===== config.mk =====
export PLATFORM = sky130hd
export DESIGN_NAME = mr_stage_pipe
export DESIGN_NICKNAME = d
export VERILOG_FILES = /design/src/rtl/mr_pkg.sv /design/src/rtl/mr_wait_timer.sv /design/src/rtl/mr_stage_pipe.sv
export SDC_FILE = /design/constraint.sdc
export NUM_CORES = 1
export LEC_CHECK = 0
export CAP_MARGIN = 5
export CELL_PAD_IN_SITES_DETAIL_PLACEMENT = 1
export CELL_PAD_IN_SITES_GLOBAL_PLACEMENT = 1
export CORE_UTILIZATION = 27
export CTS_CLUSTER_DIAMETER = 30
export CTS_CLUSTER_SIZE = 24
export DETAILED_ROUTE_END_ITERATION = 8
export PLACE_DENSITY_LB_ADDON = 0.2
export SLEW_MARGIN = 25
export SYNTH_ARGS = -nofsm -noshare
export SYNTH_HDL_FRONTEND = slang
export SYNTH_SLANG_ARGS = --single-unit

===== constraint.sdc =====
create_clock -name clk -period 2.39 [get_ports clk]
set_clock_uncertainty 0.1 [all_clocks]
set_input_delay 0.478 -clock clk [delete_from_list [all_inputs] [get_ports clk]]
set_output_delay 0.478 -clock clk [all_outputs]
set_load 0.005 [all_outputs]

===== src/rtl/mr_pkg.sv =====
// Shared definitions for the memory-read pipeline stage.
//   mr_state_e     : stage occupancy state (EMPTY / WAIT / FULL)
//   MEMSEL_D/S     : which operand the read data replaces
//   TIMEOUT_FILL_B : bit replicated across an operand abandoned on timeout
package mr_pkg;

  typedef enum logic [1:0] {
    StEmpty = 2'b00,
    StWait  = 2'b01,
    StFull  = 2'b10
  } mr_state_e;

  localparam logic MEMSEL_D = 1'b0;
  localparam logic MEMSEL_S = 1'b1;

  localparam logic TIMEOUT_FILL_B = 1'b1;

endpackage


===== src/rtl/mr_wait_timer.sv =====
// Read-wait cycle counter for the memory-read stage.
// Ports:
//   clk    : clock
//   r      : synchronous active-low reset
//   en     : count this cycle
//   clr    : return to zero (wins over en)
//   expire : count has reached TIMEOUT-1
module mr_wait_timer #(
  parameter int unsigned TIMEOUT = 16
) (
  input  logic clk,
  input  logic r,
  input  logic en,
  input  logic clr,
  output logic expire
);

  localparam int unsigned CntW = (TIMEOUT > 1) ? $clog2(TIMEOUT) : 1;
  localparam logic [CntW-1:0] CntLast = CntW'(TIMEOUT - 1);

  logic [CntW-1:0] count_q;

  always_ff @(posedge clk) begin
    if (!r) begin
      count_q <= '0;
    end else if (clr) begin
      count_q <= '0;
    end else if (en) begin
      count_q <= count_q + 1'b1;
    end
  end

  assign expire = (count_q == CntLast);

endmodule


===== src/rtl/mr_stage_pipe.sv =====
// Memory-read pipeline stage: holds one entry between address generation and
// execute, issues an optional multi-cycle memory read, substitutes the read
// data into one operand, and presents the entry downstream.
// Ports:
//   clk, r                       : clock, synchronous active-low reset
//   in_v/in_re/in_memsel/in_addr : upstream entry valid, needs read, target operand, address
//   in_dval/in_sval/in_ctrl      : upstream operands and pass-through control
//   in_stall                     : upstream must hold its entry
//   mem_re/mem_addr              : memory read request and address
//   mem_done/mem_data            : read completion and data
//   out_v/out_addr/out_dval/out_sval/out_ctrl : entry presented to execute
//   out_stall                    : execute cannot accept
//   flush                        : squash held entry
//   err                          : sticky read-timeout flag
module mr_stage_pipe
  import mr_pkg::*;
#(
  parameter int unsigned DATA_W  = 32,
  parameter int unsigned ADDR_W  = 32,
  parameter int unsigned CTRL_W  = 80,
  parameter int unsigned TIMEOUT = 16
) (
  input  logic              clk,
  input  logic              r,
  input  logic              in_v,
  input  logic              in_re,
  input  logic              in_memsel,
  input  logic [ADDR_W-1:0] in_addr,
  input  logic [DATA_W-1:0] in_dval,
  input  logic [DATA_W-1:0] in_sval,
  input  logic [CTRL_W-1:0] in_ctrl,
  output logic              in_stall,
  output logic              mem_re,
  output logic [ADDR_W-1:0] mem_addr,
  input  logic              mem_done,
  input  logic [DATA_W-1:0] mem_data,
  output logic              out_v,
  output logic [ADDR_W-1:0] out_addr,
  output logic [DATA_W-1:0] out_dval,
  output logic [DATA_W-1:0] out_sval,
  output logic [CTRL_W-1:0] out_ctrl,
  input  logic              out_stall,
  input  logic              flush,
  output logic              err
);

  localparam logic [DATA_W-1:0] FillVal = {DATA_W{TIMEOUT_FILL_B}};

  mr_state_e         state_q, state_d;
  logic [ADDR_W-1:0] addr_q, addr_d;
  logic [DATA_W-1:0] dval_q, dval_d;
  logic [DATA_W-1:0] sval_q, sval_d;
  logic [CTRL_W-1:0] ctrl_q, ctrl_d;
  logic              memsel_q, memsel_d;
  logic              err_q, err_d;

  logic is_wait;
  logic accept;
  logic expire;
  logic timer_clr;

  assign is_wait  = (state_q == StWait);
  assign in_stall = flush | is_wait | ((state_q == StFull) & out_stall);
  assign accept   = in_v & ~in_stall;

  // Clear on leaving WAIT so the next read starts counting from zero.
  assign timer_clr = flush | (is_wait & (mem_done | expire));

  mr_wait_timer #(
    .TIMEOUT (TIMEOUT)
  ) u_wait_timer (
    .clk    (clk),
    .r      (r),
    .en     (is_wait),
    .clr    (timer_clr),
    .expire (expire)
  );

  always_comb begin
    state_d  = state_q;
    addr_d   = addr_q;
    dval_d   = dval_q;
    sval_d   = sval_q;
    ctrl_d   = ctrl_q;
    memsel_d = memsel_q;
    err_d    = err_q;

    if (accept) begin
      // Covers both EMPTY and FULL-with-handoff (back-to-back, no bubble).
      addr_d   = in_addr;
      dval_d   = in_dval;
      sval_d   = in_sval;
      ctrl_d   = in_ctrl;
      memsel_d = in_memsel;
      state_d  = in_re ? StWait : StFull;
    end else if (flush) begin
      state_d = StEmpty;
    end else begin
      case (state_q)
        StEmpty: state_d = StEmpty;
        StWait: begin
          if (mem_done) begin
            if (memsel_q == MEMSEL_S) sval_d = mem_data;
            else                      dval_d = mem_data;
            state_d = StFull;
          end else if (expire) begin
            if (memsel_q == MEMSEL_S) sval_d = FillVal;
            else                      dval_d = FillVal;
            err_d   = 1'b1;
            state_d = StFull;
          end
        end
        StFull: begin
          if (!out_stall) state_d = StEmpty;
        end
        default: state_d = StEmpty;
      endcase
    end
  end

  always_ff @(posedge clk) begin
    if (!r) begin
      state_q  <= StEmpty;
      addr_q   <= '0;
      dval_q   <= '0;
      sval_q   <= '0;
      ctrl_q   <= '0;
      memsel_q <= MEMSEL_D;
      err_q    <= 1'b0;
    end else begin
      state_q  <= state_d;
      addr_q   <= addr_d;
      dval_q   <= dval_d;
      sval_q   <= sval_d;
      ctrl_q   <= ctrl_d;
      memsel_q <= memsel_d;
      err_q    <= err_d;
    end
  end

  assign mem_re   = is_wait;
  assign mem_addr = addr_q;
  assign out_v    = (state_q == StFull);
  assign out_addr = addr_q;
  assign out_dval = dval_q;
  assign out_sval = sval_q;
  assign out_ctrl = ctrl_q;
  assign err      = err_q;

endmodule


==> flow_summary.json <==
{
  "outcome": "finished clean",
  "fin_crit_ns": 2.34,
  "synth_flop_cell": "dfxtp_1",
  "clk_latency_ns": 0.44,
  "crit_type": "reg2out",
  "wl_mm": 34.0,
  "antenna_left": 0,
  "netlist_area_sq_um": 8090,
  "viasPerCell": 4.98,
  "routed-via-count": 8862,
  "htreeDepth": 4,
  "synth-compound-area-share_pct": 21.1,
  "row_count": 63,
  "antenna_found_initial": 3,
  "mostFrequentLayoutCells": "clkdlybuf4s50_1 (425), nand2_1 (229), dfxtp_1 (182)",
  "dp_hpwl_mm": 24.0,
  "slew_headroom_pct": 67.2,
  "synthCells": 1027,
  "synth-seq-area-share_pct": 45.5,
  "synth_top_family_by_area": "simple AND/OR/NAND/NOR gates",
  "clock-sinks": 184,
  "worst_slew_pin_slew_ns": 0.484,
  "ir_worst_vdd_uv": 420,
  "synth_mux_area_share_pct": 0,
  "rsz0062_at_grt": "false",
  "r2r.worst_path.cells": 6,
  "cp_max_fo": 23,
  "cts_buffers": 17,
  "leakage_nw": 4.65,
  "finalNetCount": 1591,
  "hold_buffers": 0,
  "yosys.area_share.simple_pct": 22.9,
  "post-route-drc-count": 0,
  "initial_utilization_pct": 27.4,
  "slew_violations": 0,
  "clk_pin_slew_ns": 0.07,
  "grt_usage_pct": 21.8,
  "worst_ep_arrival_time_ns": 1.76,
  "layout-drive-gt1-share_pct": 6.34,
  "dieWidth_um": 175,
  "synth_seq_cells": 184,
  "grt_first_pass_wirelength_mm": 52.0,
  "maxCapViolations": 0,
  "holdPathStages": 4,
  "cp.required_ns": 1.81,
  "worst_setup_path_start_kind": "register",
  "gp_congestion": 0.794,
  "synthAdderAreaFrac_pct": 0.155,
  "syn_nets": 1244,
  "p_total_mw": 7.63,
  "tritoncts": "yes",
  "drtPass1Iterations": 4,
  "cts_setup_buffers": 0,
  "grt_pass1_vias": 8875,
  "hold_class": "in2reg",
  "io_buffers": 427,
  "drt_first_iter_violations": 375,
  "clockBufferDepth": 2,
  "dieHeight_um": 175,
  "yosysWarnings": 0,
  "fp.dieArea_sq_um": 30700,
  "final_common_cell": "clkdlybuf4s50_1",
  "power_density_nw_per_um2": 570,
  "async_flop_share_pct": 0,
  "fmax_mhz": 427,
  "root_buffer": "clkbuf_16",
  "endpoint_kind": "primary output",
  "synth_xor_xnor_area_share_pct": 0,
  "finalHoldViolCount": 0,
  "setup_viol": 0,
  "coreArea_sq_um": 29600,
  "area_growth_pct": 65.2,
  "yosysUniqueCellTypes": 32,
  "timing.final.crit_share_pct": 98.0,
  "wl_per_cell_um": 19.1,
  "dp_slack_ns": -0.00286,
  "synth.avg_cell_area_sq_um": 7.88,
  "grt_max_degree": 79,
  "io_pins": 428,
  "ctsResizeCount": 6,
  "synth_edf_count": 0,
  "grt-ovfl-total": 0,
  "fin_ws_ns": 0.0477
}
[cell type report]
class	instances	area, sq um
clock inverter	13	133
sequential	184	3690
fill	3452	16200
clock buffer	19	453
timing repair buffer	469	4860
tap	390	488
multi-input combinational	668	3610
antenna	3	7.51
inverter	34	133
[stage by stage]
| stage | TNS (ns) | cells | util [%] | instance area (sq um) | hold slack, ns |
|---|---|---|---|---|---|
| finish | 0 | 1780 | 45.2 | 13400 | 0.348 |
| global route | 0 | 1780 | 45.2 | 13400 | 0.372 |
| CTS | 0 | 1777 | 45.2 | 13400 | 0.334 |
| detailed placement | -0.00286 | 1745 | 43.2 | 12800 | 0.346 |
| global placement | -0.0284 | 1745 | 43.2 | 12800 | 0.341 |
| floorplan | 0 | 1027 | - | 8090 | 0.349 |
[path summary, 6_finish.rpt]
| path | from | endpoint | slack (ns) |
|---|---|---|---|
| min | mem_done | u_wait_timer.count_q[1] | 0.35 |
| max | state_q[1] | mem_re | 0.05 |
| max reg2reg | u_wait_timer.count_q[0] | out_dval[14] | 0.38 |
| min reg2reg | out_ctrl[70] | out_ctrl[70] | 0.35 |
[routing by layer]
layer	vias to the layer above	part of all wire, %	track usage [%]
li1	4284	-	-
met5	-	0	0
met4	0	2.0	7.28
met3	36	6.0	4.90
met2	284	51	38.5
met1	4258	41	25.9
[cells in the mapped netlist, types with 2 or more instances]
library cell | instances | area [sq um]
dfxtp_1 | 184 | 3680
inv_1 | 32 | 120
a21oi_1 | 181 | 906
o211ai_1 | 64 | 480
nand2_1 | 229 | 860
nor2_1 | 6 | 22.5
or3_1 | 2 | 12.5
nand2b_1 | 3 | 18.8
or4_1 | 65 | 488
inv_2 | 2 | 7.51
o311ai_0 | 2 | 17.5
buf_4 | 34 | 255
nor2b_1 | 2 | 12.5
buf_1 | 5 | 18.8
o311ai_1 | 30 | 263
nor3_1 | 4 | 20.0
nand3_1 | 67 | 335
buf_2 | 42 | 210
clkbuf_1 | 60 | 225
[critical path: stages, from the launching register on]
cell and delay (ns):
dfxtp_2 0.34, nand2b_4 0.14, inv_2 0.10, buf_6 0.21, clkdlybuf4s50_1 0.54
[state kept, by name, summed over array words and instances, names as in the netlist]
signal,flops
u_wait_timer.count_q,4
out_sval,32
out_dval,32
memsel_q,1
mem_addr,32
err,1
state_q,2
out_ctrl,80
[power breakdown]
group | total [mW] | internal [mW] | leakage [nW] | switching (mW)
clock network | 2.85 | 1.45 | 0.286 | 1.41
logic | 1.44 | 0.861 | 2.86 | 0.583
registers | 3.33 | 3.23 | 1.51 | 0.0979
[logic make-up after synthesis]
logic type / Yosys count
buf+inv: 175
fa+ha+maj: 1
compound gates: 282
simple gates: 385
flops: 184
Note: power is estimated with default switching activity, not from simulation.
